--- src/rtl/bmu_soft_pipe.sv ---
// Soft-decision branch metric unit, two-stage valid/ready pipeline.
// Optional erasure support: define BMU_ERASURE_EN.
module bmu_soft_pipe #(
    parameter  int K   = 3,
    parameter  int G0  = 7,
    parameter  int G1  = 5,
    parameter  int SW  = 3,
    parameter  int CW  = 16,
    localparam int BMW = SW + 1,
    localparam int NBR = 1 << K
) (
    input  logic               clk,
    input  logic               rst_n,
    input  logic               flush,
    input  logic               in_valid,
    output logic               in_ready,
    input  logic [SW-1:0]      r0,
    input  logic [SW-1:0]      r1,
    input  logic               in_last,
    input  logic [1:0]         erase,
    output logic               out_valid,
    input  logic               out_ready,
    output logic [NBR*BMW-1:0] bm,
    output logic               out_last,
    output logic [CW-1:0]      sym_cnt
);

    localparam logic [SW-1:0] BMAX = '1;

    logic               r_init;
    logic               r_v1;
    logic               r_last1;
    logic [SW-1:0]      r_d0z;
    logic [SW-1:0]      r_d0o;
    logic [SW-1:0]      r_d1z;
    logic [SW-1:0]      r_d1o;
    logic               r_v2;
    logic               r_last2;
    logic [NBR*BMW-1:0] r_bm;
    logic [CW-1:0]      r_cnt;

    logic               w_ld1;
    logic               w_ld2;
    logic               w_acc;
    logic               w_load2;
    logic               w_xfer;
    logic [SW-1:0]      w_d0z;
    logic [SW-1:0]      w_d0o;
    logic [SW-1:0]      w_d1z;
    logic [SW-1:0]      w_d1o;
    logic [NBR*BMW-1:0] w_bm;

    // Handshake: a stage may load when it is empty or its successor moves.
    always_comb begin
        w_ld2    = !r_v2 || out_ready;
        w_ld1    = !r_v1 || w_ld2;
        in_ready = r_init && w_ld1 && !flush;
        w_acc    = in_valid && in_ready;
        w_load2  = w_ld2 && r_v1 && !flush;
        w_xfer   = r_v2 && out_ready && !flush;
    end

`ifdef BMU_ERASURE_EN
    // Per-bit distances to code bit 0 and 1; a punctured bit costs nothing.
    always_comb begin
        w_d0z = erase[0] ? '0 : r0;
        w_d0o = erase[0] ? '0 : BMAX - r0;
        w_d1z = erase[1] ? '0 : r1;
        w_d1o = erase[1] ? '0 : BMAX - r1;
    end
`else
    logic w_unused_erase;
    assign w_unused_erase = ^erase;

    // Per-bit distances to code bit 0 and 1.
    always_comb begin
        w_d0z = r0;
        w_d0o = BMAX - r0;
        w_d1z = r1;
        w_d1o = BMAX - r1;
    end
`endif

    // Branch b = {s, u}; code bits are fixed per branch at elaboration.
    for (genvar b = 0; b < NBR; b++) begin : g_br
        localparam int V  = ((b % 2) << (K - 1)) | (b / 2);
        localparam bit C0 = ^(G0 & V);
        localparam bit C1 = ^(G1 & V);
        assign w_bm[b*BMW +: BMW] =
            (C0 ? {1'b0, r_d0o} : {1'b0, r_d0z}) +
            (C1 ? {1'b0, r_d1o} : {1'b0, r_d1z});
    end

    // Hold in_ready low until the first edge after reset release.
    always_ff @(posedge clk or negedge rst_n) begin
        if (!rst_n) begin
            r_init <= 1'b0;
        end else begin
            r_init <= 1'b1;
        end
    end

    // Stage 1: register both candidate distances per received bit.
    always_ff @(posedge clk or negedge rst_n) begin
        if (!rst_n) begin
            r_v1    <= 1'b0;
            r_last1 <= 1'b0;
            r_d0z   <= '0;
            r_d0o   <= '0;
            r_d1z   <= '0;
            r_d1o   <= '0;
        end else begin
            if (flush) begin
                r_v1 <= 1'b0;
            end else if (w_ld1) begin
                r_v1 <= w_acc;
            end
            if (w_acc) begin
                r_last1 <= in_last;
                r_d0z   <= w_d0z;
                r_d0o   <= w_d0o;
                r_d1z   <= w_d1z;
                r_d1o   <= w_d1o;
            end
        end
    end

    // Stage 2: register all branch sums and the frame-end tag.
    always_ff @(posedge clk or negedge rst_n) begin
        if (!rst_n) begin
            r_v2    <= 1'b0;
            r_last2 <= 1'b0;
            r_bm    <= '0;
        end else begin
            if (flush) begin
                r_v2 <= 1'b0;
            end else if (w_ld2) begin
                r_v2 <= r_v1;
            end
            if (w_load2) begin
                r_last2 <= r_last1;
                r_bm    <= w_bm;
            end
        end
    end

    // Count output transfers; a frame end restarts the count.
    always_ff @(posedge clk or negedge rst_n) begin
        if (!rst_n) begin
            r_cnt <= '0;
        end else if (flush) begin
            r_cnt <= '0;
        end else if (w_xfer) begin
            if (r_last2) begin
                r_cnt <= '0;
            end else begin
                r_cnt <= r_cnt + CW'(1);
            end
        end
    end

    assign out_valid = r_v2;
    assign out_last  = r_last2;
    assign bm        = r_bm;
    assign sym_cnt   = r_cnt;

endmodule

--- config.mk ---
export PLATFORM = sky130hd
export DESIGN_NAME = bmu_soft_pipe
export DESIGN_NICKNAME = d
export VERILOG_FILES = /design/src/rtl/bmu_soft_pipe.sv
export SDC_FILE = /design/constraint.sdc
export NUM_CORES = 1
export LEC_CHECK = 0
export CAP_MARGIN = 40
export CELL_PAD_IN_SITES_DETAIL_PLACEMENT = 1
export CELL_PAD_IN_SITES_GLOBAL_PLACEMENT = 2
export CORE_MARGIN = 4
export CORE_UTILIZATION = 33
export DETAILED_ROUTE_END_ITERATION = 10
export PLACE_DENSITY = 0.82
export SLEW_MARGIN = 20
export SYNTH_ARGS = -nofsm -noshare
export SYNTH_HDL_FRONTEND = slang
export SYNTH_SLANG_ARGS = --single-unit
--- constraint.sdc ---
create_clock -name clk -period 2.2 [get_ports clk]
set_input_delay 0.55 -clock clk [delete_from_list [all_inputs] [get_ports clk]]
set_output_delay 0.55 -clock clk [all_outputs]
set_load 0.05 [all_outputs]
### After elaboration in Yosys (flattened, before gate mapping)

Cells that the tools add are included.

| operators by class | value |
|---|---|
| $add $sub $neg | 7 |
| reductions and logical operators | 15 |
| multiplexer cells | 7 |

Operator list:

| kind | count |
|---|---|
| 2-to-1 mux 16 bit | 3 |
| adder 16 x 1 -> 16 bit, second input constant | 1 |
| adder 3 x 3 -> 4 bit | 4 |
| logical AND 1 bit | 7 |
| nonzero test 2 bit | 3 |
| subtractor 3 bit, first input constant | 2 |
| 2-to-1 mux 1 bit | 4 |
| logical NOT 1 bit | 3 |
| logical OR 1 bit | 2 |

| word-level totals | value |
|---|---|
| output and inout bits | 51 |
| register bits | 65 |
| logic and storage cells | 40 |
| input bits | 14 |

### Depth between registers and ports, before layout

Gate-level depths: netlist (run 1).

| depth | value |
|---|---|
| word-level depth | 8 |
| depth in mapped cells | 7 |
| gate-level depth less buffers | 5 |

### Worst setup path before layout (run 1)

OpenSTA, ideal clock, no wires.

| timing | value |
|---|---|
| path type | reg2out |
| from | register r_v2 (netlist: out_valid) |
| to | output port in_ready |
| arrival time | 1.615 ns |
| data required time | 1.650 ns |
| path slack | 0.035 ns |
| stages on the path, launching flop included | 3 |
| path through | dfrtp_1 > nor2b_1 > a21oi_1 |

| on the way | value |
|---|---|
| longest elaborated chain between the ends | 5 |

Ends and longest elaborated chain:

| element | RTL line | source |
|---|---|---|
| start, declared | 37 | `logic r_v2;` |
| start signal, assigned | 138 | `r_v2 <= r_v1;` |
| logical NOT 1 bit | 55 | `w_ld2 = !r_v2 \|\| out_ready;` |
| logical OR 1 bit | 55 |  |
| logical OR 1 bit | 56 | `w_ld1 = !r_v1 \|\| w_ld2;` |
| logical AND 1 bit (2 in series) | 57 | `in_ready = r_init && w_ld1 && !flush;` |
| end, declared | 16 | `output logic in_ready,` |

No other way between the ends.

### Worst setup path after layout (run 1)

| timing | value |
|---|---|
| from | register r_cnt[0] (netlist: sym_cnt[0]) |
| to | output port sym_cnt[0] |

RTL lines:

| element | RTL line | source |
|---|---|---|
| start, declared | 40 | `logic [CW-1:0] r_cnt;` |
| start signal, assigned | 157 | `r_cnt <= r_cnt + CW'(1);` |
| end, declared | 25 | `output logic [CW-1:0] sym_cnt` |

No word-level cell between the ends.

==> results.py, run 1 <==
metrics = {
    "outcome": {
        "status": "complete, no violations",
    },
    "worst_setup_path": {
        "critPathKind": "reg2out",
        "slowest_stage": "clkdlybuf4s50_1",
        "crit_family": "buffers and inverters",
        "path_max_fanout": 6,
        "crit_path_start_kind": "flip-flop",
        "required_ns": 1.65,
        "endpoint_kind": "output pin",
        "worstPathCellList": "clkdlybuf4s50_1",
        "cp_num_buf_inv": 1,
        "arrival_ns": 1.59,
        "crit_path_max_incr_delay_ns": 0.84,
    },
    "clock_network": {
        "post_cts_resized": 1,
        "cts_tree": "built",
        "insertion_delay_ns": 0.31,
        "cts_buffers": 5,
        "clock-root-buffer": "clkbuf_8",
        "clockBufferDepth": 2,
        "htreeDepth": 2,
        "path_clk_slew_ns": 0.10,
        "post_cts_buffers": 0,
        "holdBufCountCts": 0,
        "clock_sinks": 49,
    },
    "drt": {
        "drc": 0,
        "vias_per_cell": 4.72,
        "wl_um": 5950,
        "wl_met1_um": 2840,
        "routed-via-count": 1911,
        "drt_iter0_drc": 77,
        "wl_met2_um": 2800,
        "wl_per_cell_um": 14.7,
        "highest_layer": "met4",
        "route.antenna.remaining_nets": 0,
        "dr_wl_met3_um": 226,
        "firstDrtPassIters": 4,
    },
    "timing": {
        "hold_viol_final": 0,
        "max_freq_mhz": 468,
        "period_needed_ns": 2.14,
        "maxSlewViolCount": 0,
        "post-route-period-util": 0.971,
        "setup_viol": 0,
        "rsz0062_at_grt": "no",
        "slew_headroom": 0.585,
        "max_slew.worst_pin.slew_ns": 0.622,
        "clock_skew_ns": 0.00817,
    },
    "power": {
        "p_leak_nw": 1.62,
        "finalPower_mw": 3.97,
        "p_clk_frac": 0.192,
        "p_seq_frac": 0.313,
        "combPwrFrac": 0.495,
        "intPower_mw": 2.21,
        "ir_drop_v": 0.000351,
        "power_density_mw_per_mm2": 1150,
        "power.switching_mw": 1.76,
        "p_sw_frac": 0.443,
    },
    "layout": {
        "area_growth_pct": 31.9,
        "nets": 333,
        "layout-drive-gt1-share": 0.152,
        "seq_area_mm2": 0.00123,
        "fin_area_mm2": 0.00345,
        "antennaDiodeCount": 0,
        "nFillCells": 884,
        "multi_input_area_mm2": 0.00118,
    },
    "yosys": {
        "synth_top_family_by_area": "simple AND/OR/NAND/NOR gates",
        "yosys_warnings": 0,
        "syn_inst": 244,
        "ys_seq_elements": 49,
        "synth_top_cells_by_area": "dfrtp_1 47%, ha_1 6.2%, buf_4 4.6%",
        "async_flop_share": 1.00,
        "yosys.area.top_type_share": 0.469,
        "syn_avg_cell_area_um2": 10.7,
        "synth_compound_area_frac": 0.0981,
        "synth_area_mm2": 0.00262,
        "synth-edff-count": 0,
        "ys.flop_type": "dfrtp_1",
        "synth_fp_nets": 275,
        "synth_seq_area_share": 0.469,
        "yosys.area_share.adder": 0.0928,
        "yosysUniqueCellTypes": 40,
        "synth_mux_area_frac": 0.0718,
        "synth_area_leader_cell": "dfrtp_1",
        "synth_xor_area_frac": 0.0368,
        "synth-simple-area-share": 0.148,
    },
    "run": {
        "drv_cap": 0,
    },
    "die": {
        "ios": 65,
        "fp.dieW_um": 97.0,
        "die_h_um": 97.0,
        "core_area_mm2": 0.00773,
        "initial_core_util": 0.338,
        "die_area_mm2": 0.00941,
        "rows": 32,
    },
    "placed_design": {
        "dpl.hpwl_um": 4520,
        "io_buffers": 62,
        "dpl_cell_area_mm2": 0.00330,
        "routabilityCongestion": 0.797,
    },
    "global_routing": {
        "grt_overflow_total": 0,
        "grt_max_degree": 50,
        "antenna_found_initial": 0,
        "globalRouteTotalUtil": 0.133,
        "grt_pass1_vias": 2075,
        "grt_pass1_wl_um": 10300,
    },
    "worst_hold_path": {
        "worstHoldPathType": "in2async",
    },
}
Yosys cell counts (5+ instances only):
cell type,n
dfrtp_1,49
nand2_1,25
o21ai_0,18
buf_4,16
nor2_1,14
ha_1,13
inv_1,11
a21o_1,8
a21oi_1,7
xnor2_1,7
mux2_2,6
mux2_4,6
nand3_1,5
nand4_1,5
registers in the layout (all words and copies together) (netlist names):
name	cells
bm	16
sym_cnt	16
r_d0o	3
r_d0z	3
r_d1o	3
r_d1z	3
out_last	1
out_valid	1
r_init	1
r_last1	1
r_v1	1
final cells by class:
class	instances	area share
Sequential cell	49	0.356
Multi-Input combinational cell	161	0.342
Timing Repair Buffer	74	0.215
Tap cell	102	0.0370
Clock buffer	5	0.0200
Clock inverter	3	0.0189
Inverter	11	0.0120
worst paths after layout:
| kind | start | endpoint | slack, ns | cells past startpoint |
|---|---|---|---|---|
| min reg2reg | bm[13] | bm[13] | 0.51 | 2 |
| max | sym_cnt[0] | sym_cnt[0] | 0.06 | 1 |
| min in group clk | bm[13] | bm[13] | 0.51 | 2 |
| max in group asynchronous | rst_n | sym_cnt[8] | 1.44 | 2 |
| min | rst_n | bm[10] | 0.34 | 2 |
| max reg2reg | out_valid | r_d0z[2] | 0.54 | 5 |
power by group through the flow:
stage | sequential, mW | combinational [mW] | clock, mW
6_report | 1.24 | 1.96 | 0.761
5_1_grt | 1.28 | 2.08 | 0.821
4_1_cts | 1.25 | 1.99 | 0.781
3_5_place_dp | 1.27 | 1.99 | 0
3_3_place_gp | 1.25 | 1.97 | 0
2_1_floorplan | 1.72 | 0.984 | 0
per-stage QoR:
stage / hold WS [ns] / cells / setup TNS, ns / setup slack [ns] / utilization
2_1_floorplan: 0.254 / 244 / 0 / 0.0351 / -
3_3_place_gp: 0.486 / 397 / -0.00120 / -0.00120 / 0.427
3_5_place_dp: 0.499 / 397 / -0.0218 / -0.0218 / 0.427
4_1_cts: 0.359 / 405 / 0 / 0.0307 / 0.445
5_1_grt: 0.391 / 405 / 0 / 0.000116 / 0.446
6_report: 0.338 / 405 / 0 / 0.0634 / 0.446
layout by cell type (no fill, tap or decap), types with 6 or more instances in the layout:
cell type and count:
inv_1 11, nor2_1 14, mux2_2 6, buf_4 13, clkdlybuf4s50_1 54, xnor2_1 7, mux2_4 6, a21o_1 8
ha_1 13, nand2_1 25, a21oi_1 6, o21ai_0 18, dfrtp_1 49
layer usage:
metal  global-route usage  vias up
li1                     -      942
met2                0.215       38
met5                    0        -
met4               0.0421        0
met3               0.0288        5
met1                0.176      926
cells by family (layout without fill, tap and decap cells):
family | after synthesis | in the layout
flops | 49 | 49
buf+inv | 34 | 93
other cells | 1 | 1
compound gates | 43 | 43
fa+ha+maj | 17 | 17
xor+xnor | 11 | 11
mux | 15 | 15
simple gates | 74 | 74
(Power assumes the default switching activity.)
==> run 2: changes to the inputs <==
Settings changed: CAP_MARGIN 40 to not set.
==> results of run 2 <==
The final DEF is identical to that of run 1; final timing and power are the same.
